`config.mk`:
```
export PLATFORM = sky130hd
export DESIGN_NAME = dl_rr_wr_arb
export DESIGN_NICKNAME = d
export VERILOG_FILES = /design/src/rtl/dl_arb_pkg.sv /design/src/rtl/dl_reg.sv /design/src/rtl/dl_rr_pick.sv /design/src/rtl/dl_rr_wr_arb.sv
export SDC_FILE = /design/constraint.sdc
export NUM_CORES = 1
export LEC_CHECK = 0
export BUFFER_PORTS_ARGS = -buffer_cell sky130_fd_sc_hd__buf_2
export CAP_MARGIN = 5
export CORE_MARGIN = 2
export CORE_UTILIZATION = 53
export CTS_BUF_LIST = sky130_fd_sc_hd__clkbuf_4 sky130_fd_sc_hd__clkbuf_8
export CTS_CLUSTER_SIZE = 20
export DETAILED_ROUTE_END_ITERATION = 10
export PLACE_DENSITY = 0.87
export RECOVER_POWER = 25
export SETUP_SLACK_MARGIN = 0.3
export SYNTH_ARGS = -nofsm -noshare
export SYNTH_HDL_FRONTEND = slang
export SYNTH_SLANG_ARGS = --single-unit
```
`constraint.sdc`:
```
create_clock -name clk -period 5.3 [get_ports clk]
set_clock_uncertainty 0.1 [all_clocks]
set_input_delay 0.265 -clock clk [delete_from_list [all_inputs] [get_ports clk]]
set_output_delay 0.265 -clock clk [all_outputs]
set_load 0.01 [all_outputs]
```
`src/rtl/dl_arb_pkg.sv`:
```
// Shared helpers for the register-file write arbiters.
// Index-width sizing and round-robin pointer arithmetic.
package dl_arb_pkg;

  function automatic int dl_id_bits(input int n);
    return (n > 1) ? $clog2(n) : 1;
  endfunction

  function automatic int rr_next(input int idx, input int n);
    return (idx >= n - 1) ? 0 : idx + 1;
  endfunction

endpackage

```
`src/rtl/dl_reg.sv`:
```
// Plain D register; reset and enable muxing live
// in the instantiating module's next-state logic.
module dl_reg #(
  parameter int W = 1
) (
  input  logic         clk,
  input  logic [W-1:0] i_d,
  output logic [W-1:0] o_q
);

  always_ff @(posedge clk) begin
    o_q <= i_d;
  end

endmodule

```
`src/rtl/dl_rr_pick.sv`:
```
// Combinational round-robin picker: first set request
// at or after the pointer, wrapping around.
module dl_rr_pick
  import dl_arb_pkg::*;
#(
  parameter int N   = 4,
  parameter int IDW = dl_id_bits(N)
) (
  input  logic [N-1:0]   i_req,
  input  logic [IDW-1:0] i_ptr,
  output logic           o_vld,
  output logic [IDW-1:0] o_idx,
  output logic [N-1:0]   o_gnt
);

  int w_j;

  always_comb begin
    o_vld = 1'b0;
    o_idx = '0;
    o_gnt = '0;
    w_j   = 0;
    for (int k = 0; k < N; k++) begin
      w_j = int'(i_ptr) + k;
      if (w_j >= N) w_j = w_j - N;
      if (!o_vld && i_req[w_j]) begin
        o_vld      = 1'b1;
        o_idx      = IDW'(w_j);
        o_gnt[w_j] = 1'b1;
      end
    end
  end

endmodule

```
`src/rtl/dl_rr_wr_arb.sv`:
```
// Round-robin arbiter sharing one register-file write
// port among NUM_REQ requesters, with a registered output.
module dl_rr_wr_arb
  import dl_arb_pkg::*;
#(
  parameter int NUM_REQ   = 4,
  parameter int ADDR_BITS = 5,
  parameter int DATA_BITS = 32,
  parameter int ID_BITS   = dl_id_bits(NUM_REQ)
) (
  input  logic                           clk,
  input  logic                           rst,
  input  logic [NUM_REQ-1:0]             req_val,
  output logic [NUM_REQ-1:0]             req_rdy,
  input  logic [NUM_REQ*ADDR_BITS-1:0]   req_addr,
  input  logic [NUM_REQ*DATA_BITS-1:0]   req_data,
  output logic                           wr_val,
  input  logic                           wr_rdy,
  output logic [ADDR_BITS-1:0]           wr_addr,
  output logic [DATA_BITS-1:0]           wr_data,
  output logic [ID_BITS-1:0]             wr_id
);

  logic [ID_BITS-1:0]   r_ptr;
  logic                 r_wr_val;
  logic [ADDR_BITS-1:0] r_wr_addr;
  logic [DATA_BITS-1:0] r_wr_data;
  logic [ID_BITS-1:0]   r_wr_id;

  logic [ID_BITS-1:0]   w_ptr_nxt;
  logic                 w_val_nxt;
  logic [ADDR_BITS-1:0] w_addr_nxt;
  logic [DATA_BITS-1:0] w_data_nxt;
  logic [ID_BITS-1:0]   w_id_nxt;

  logic                 w_free;
  logic                 w_take;
  logic                 w_vld;
  logic [ID_BITS-1:0]   w_idx;
  logic [NUM_REQ-1:0]   w_gnt;
  logic [ADDR_BITS-1:0] w_sel_addr;
  logic [DATA_BITS-1:0] w_sel_data;

  dl_rr_pick #(
    .N   (NUM_REQ),
    .IDW (ID_BITS)
  ) u_pick (
    .i_req (req_val),
    .i_ptr (r_ptr),
    .o_vld (w_vld),
    .o_idx (w_idx),
    .o_gnt (w_gnt)
  );

  // Draining and refilling in one edge keeps 1 write/cycle.
  assign w_free  = !r_wr_val || wr_rdy;
  assign w_take  = w_free && w_vld && !rst;
  assign req_rdy = w_gnt & {NUM_REQ{w_free && !rst}};

  always_comb begin
    w_sel_addr = '0;
    w_sel_data = '0;
    for (int i = 0; i < NUM_REQ; i++) begin
      if (w_gnt[i]) begin
        w_sel_addr = w_sel_addr
                   | req_addr[i*ADDR_BITS +: ADDR_BITS];
        w_sel_data = w_sel_data
                   | req_data[i*DATA_BITS +: DATA_BITS];
      end
    end
  end

  always_comb begin
    w_ptr_nxt  = r_ptr;
    w_val_nxt  = r_wr_val;
    w_addr_nxt = r_wr_addr;
    w_data_nxt = r_wr_data;
    w_id_nxt   = r_wr_id;
    if (rst) begin
      w_ptr_nxt  = '0;
      w_val_nxt  = 1'b0;
      w_addr_nxt = '0;
      w_data_nxt = '0;
      w_id_nxt   = '0;
    end else if (w_take) begin
      w_ptr_nxt  = ID_BITS'(rr_next(int'(w_idx), NUM_REQ));
      w_val_nxt  = 1'b1;
      w_addr_nxt = w_sel_addr;
      w_data_nxt = w_sel_data;
      w_id_nxt   = w_idx;
    end else if (w_free) begin
      w_val_nxt  = 1'b0;
    end
  end

  dl_reg #(.W(ID_BITS)) u_ptr (
    .clk (clk), .i_d (w_ptr_nxt), .o_q (r_ptr)
  );

  dl_reg #(.W(1)) u_val (
    .clk (clk), .i_d (w_val_nxt), .o_q (r_wr_val)
  );

  dl_reg #(.W(ADDR_BITS)) u_addr (
    .clk (clk), .i_d (w_addr_nxt), .o_q (r_wr_addr)
  );

  dl_reg #(.W(DATA_BITS)) u_data (
    .clk (clk), .i_d (w_data_nxt), .o_q (r_wr_data)
  );

  dl_reg #(.W(ID_BITS)) u_id (
    .clk (clk), .i_d (w_id_nxt), .o_q (r_wr_id)
  );

  assign wr_val  = r_wr_val;
  assign wr_addr = r_wr_addr;
  assign wr_data = r_wr_data;
  assign wr_id   = r_wr_id;

endmodule
```
==> out/qor.txt <==
outcome: completed
clk sinks: 42
Tightest Hold Check Type: primary input to register
Pre-Repair DR Iteration Count: 5
GRT Overall Usage: 0.343
vias in the first global route: 5,394
Netlist cell types: 49
CP max FO: 24
Fin. Hold Viols: 0
critical setup path kind: register to output port
CP Capture Point: req_rdy[1]
max cap viols: 0
top sig layer: met4
type of origin of the critical path: register
register bit total from synthesis: 42
Max rail drop VDD: 344 uV
Ys Warns: 0
ys async rst share: 0
WL per Instance: 20.0 microns
Crit. Startpoint: u_ptr.o_q[0]
dpl hpwl: 10,900 microns
CTS tree: done
clock buffer depth: 2
met3 wire length: 2110 microns
Final Max Tran Viols: 0
Cells after DPL: 824
TritonCTS Buffers: 5
postcts setup bufs: 0
Required @ worst endpoint: 4930 ps
H-Tree Depth: 2
power density over the cells: 430 nW/um^2
worst reg2reg path depth: 8
WL met2: 7690 microns
core area: 8180 sq um
Post-Syn Area: 4450 sq um
GRT Residual Overflow: 0
clk_lat worst skew: 300 ps
Non-Filler Instances: 833
worst reg2reg setup slack: 1310 ps
total vias in the final route: 5,772
setup violators final: 0
main area contributors after synthesis: dfxtp_1, a22oi_1, o21ai_0, o221ai_1, o22a_1
initial antenna violation count: 0
final WL: 16,700 microns
Die Ht: 95.7 microns
Top FF cell, synth: dfxtp_1
DRC: 0
remaining antenna violation count: 0
post-cts gate resize count: 0
Synth-to-Final Area Change: 20.4%
RR Endpoint: u_data.o_q[30]
drt via density: 6.93
DP Area: 5290 sq um
root buffer cell: clkbuf_8
die width: 95.7 microns
worst slew pin tran: 1250 ps
Final #Nets: 886
Fmax: 239 MHz
Iter 0 DRT Violations: 486
leading area contributor after synthesis: dfxtp_1
RSZ-0062 raised after global routing: false
setup TNS: 0 ps
Avg Inst Size Synth: 7.68 sq um
Slew HR: 0.164
Tmin final: 4190 ps
Hold Path Depth: 3
share of layout cells above drive strength 1: 0.297
Power Total: 2300 uW
I/O Buffers: 198
Post-Syn Instances: 580
Post-synth EDFFs: 0
Critical Path AT: 3830 ps
# hold bufs at CTS: 0
Worst Setup End Kind: output port
num rows: 33
Met1 Wirelength: 6380 microns
r2r startpoint: u_ptr.o_q[0]
Ports: 199
first-pass GRT wire length: 25,200 microns
final worst-path cycle share: 0.791
Synth top cells by count: a22oi_1, o21ai_0, nor2_1
initial core utilization: 0.545
top-area cell type share of the netlist area: 0.189
syn_nets: 740
Placer Congestion: 0.840
sequential area share after synthesis: 0.189
leak pwr: 0.00211 uW
post-route design area: 5360 sq um
Die ar.: 9150 sq um
largest net degree at the start of global routing: 146
clock transition at the registers of the reported paths: 100 ps
-- final cells by class --
type,count,area (sq um)
Fill cell,743,2820
Antenna cell,1,2.50
Clock inverter,2,12.5
Sequential cell,42,841
Timing Repair Buffer,209,1050
Inverter,12,45.0
Clock buffer,6,82.6
Multi-Input combinational cell,456,3200
Tap cell,105,131
-- placed cells by master (no fill, tap or decap), types with 3 or more instances in the layout --
master / count
a21oi_1: 8
a21oi_4: 3
a22o_1: 3
a22oi_1: 75
a31oi_1: 4
buf_2: 178
buf_4: 11
clkbuf_1: 20
clkbuf_8: 6
dfxtp_1: 42
ha_1: 3
inv_1: 12
mux4_2: 4
nand2_1: 11
nand3b_4: 3
nand4_1: 36
nor2_1: 44
nor2b_1: 41
nor4_1: 3
o211ai_1: 37
o21ai_0: 75
o221ai_1: 37
o22a_1: 36
-- worst min path at each step --
| stage | startpoint | endpoint |
|---|---|---|
| 6_report | req_data[19] | u_data.o_q[19] |
| 5_1_grt | req_data[19] | u_data.o_q[19] |
| 4_1_cts | req_data[22] | u_data.o_q[22] |
| 3_5_place_dp | u_addr.o_q[2] | u_addr.o_q[2] |
| 3_3_place_gp | u_val.o_q | u_val.o_q |
| 2_1_floorplan | req_addr[4] | u_addr.o_q[4] |
-- cells by family after synthesis --
group | synth area share
flip-flops | 0.189
AND/OR/NAND/NOR | 0.196
adder cells (fa/ha/maj) | 0.0141
buffers and inverters | 0.0981
AO/OA/AOI/OAI | 0.478
multiplexers | 0.0250
-- sequential cells by signal, summed over array words and instances, names as in the netlist --
register and cells:
u_data.o_q 32, u_addr.o_q 5, u_id.o_q 2, u_ptr.o_q 2
u_val.o_q 1
-- power by group --
part           internal [uW]  switching (uW)  total, uW
registers                470            90.9        561
clock network            105             134        240
logic                    593             910       1500
-- through the flow --
| stage | util | worst slack, ps | hold WS [ps] |
|---|---|---|---|
| 3_5_place_dp | 0.647 | 1330 | 410 |
| 4_1_cts | 0.659 | 1120 | 112 |
| 5_1_grt | 0.655 | 852 | 115 |
| 3_3_place_gp | 0.647 | 1470 | 397 |
| 6_report | 0.655 | 1110 | 116 |
| 2_1_floorplan | - | 2390 | 336 |
-- routing by layer --
| metal | track usage | up-vias |
|---|---|---|
| li1 | - | 2612 |
| met1 | 0.447 | 2687 |
| met2 | 0.561 | 426 |
| met3 | 0.0561 | 47 |
| met4 | 0.144 | 0 |
| met5 | 0 | - |
-- critical path, stage by stage, from the launching register on --
cell	delay, ps
dfxtp_1	690
inv_1	230
ha_2	540
mux4_2	680
a21oi_1	240
a22o_1	820
a21oi_1	140
buf_2	190
Note: power is estimated with default switching activity, not from simulation.
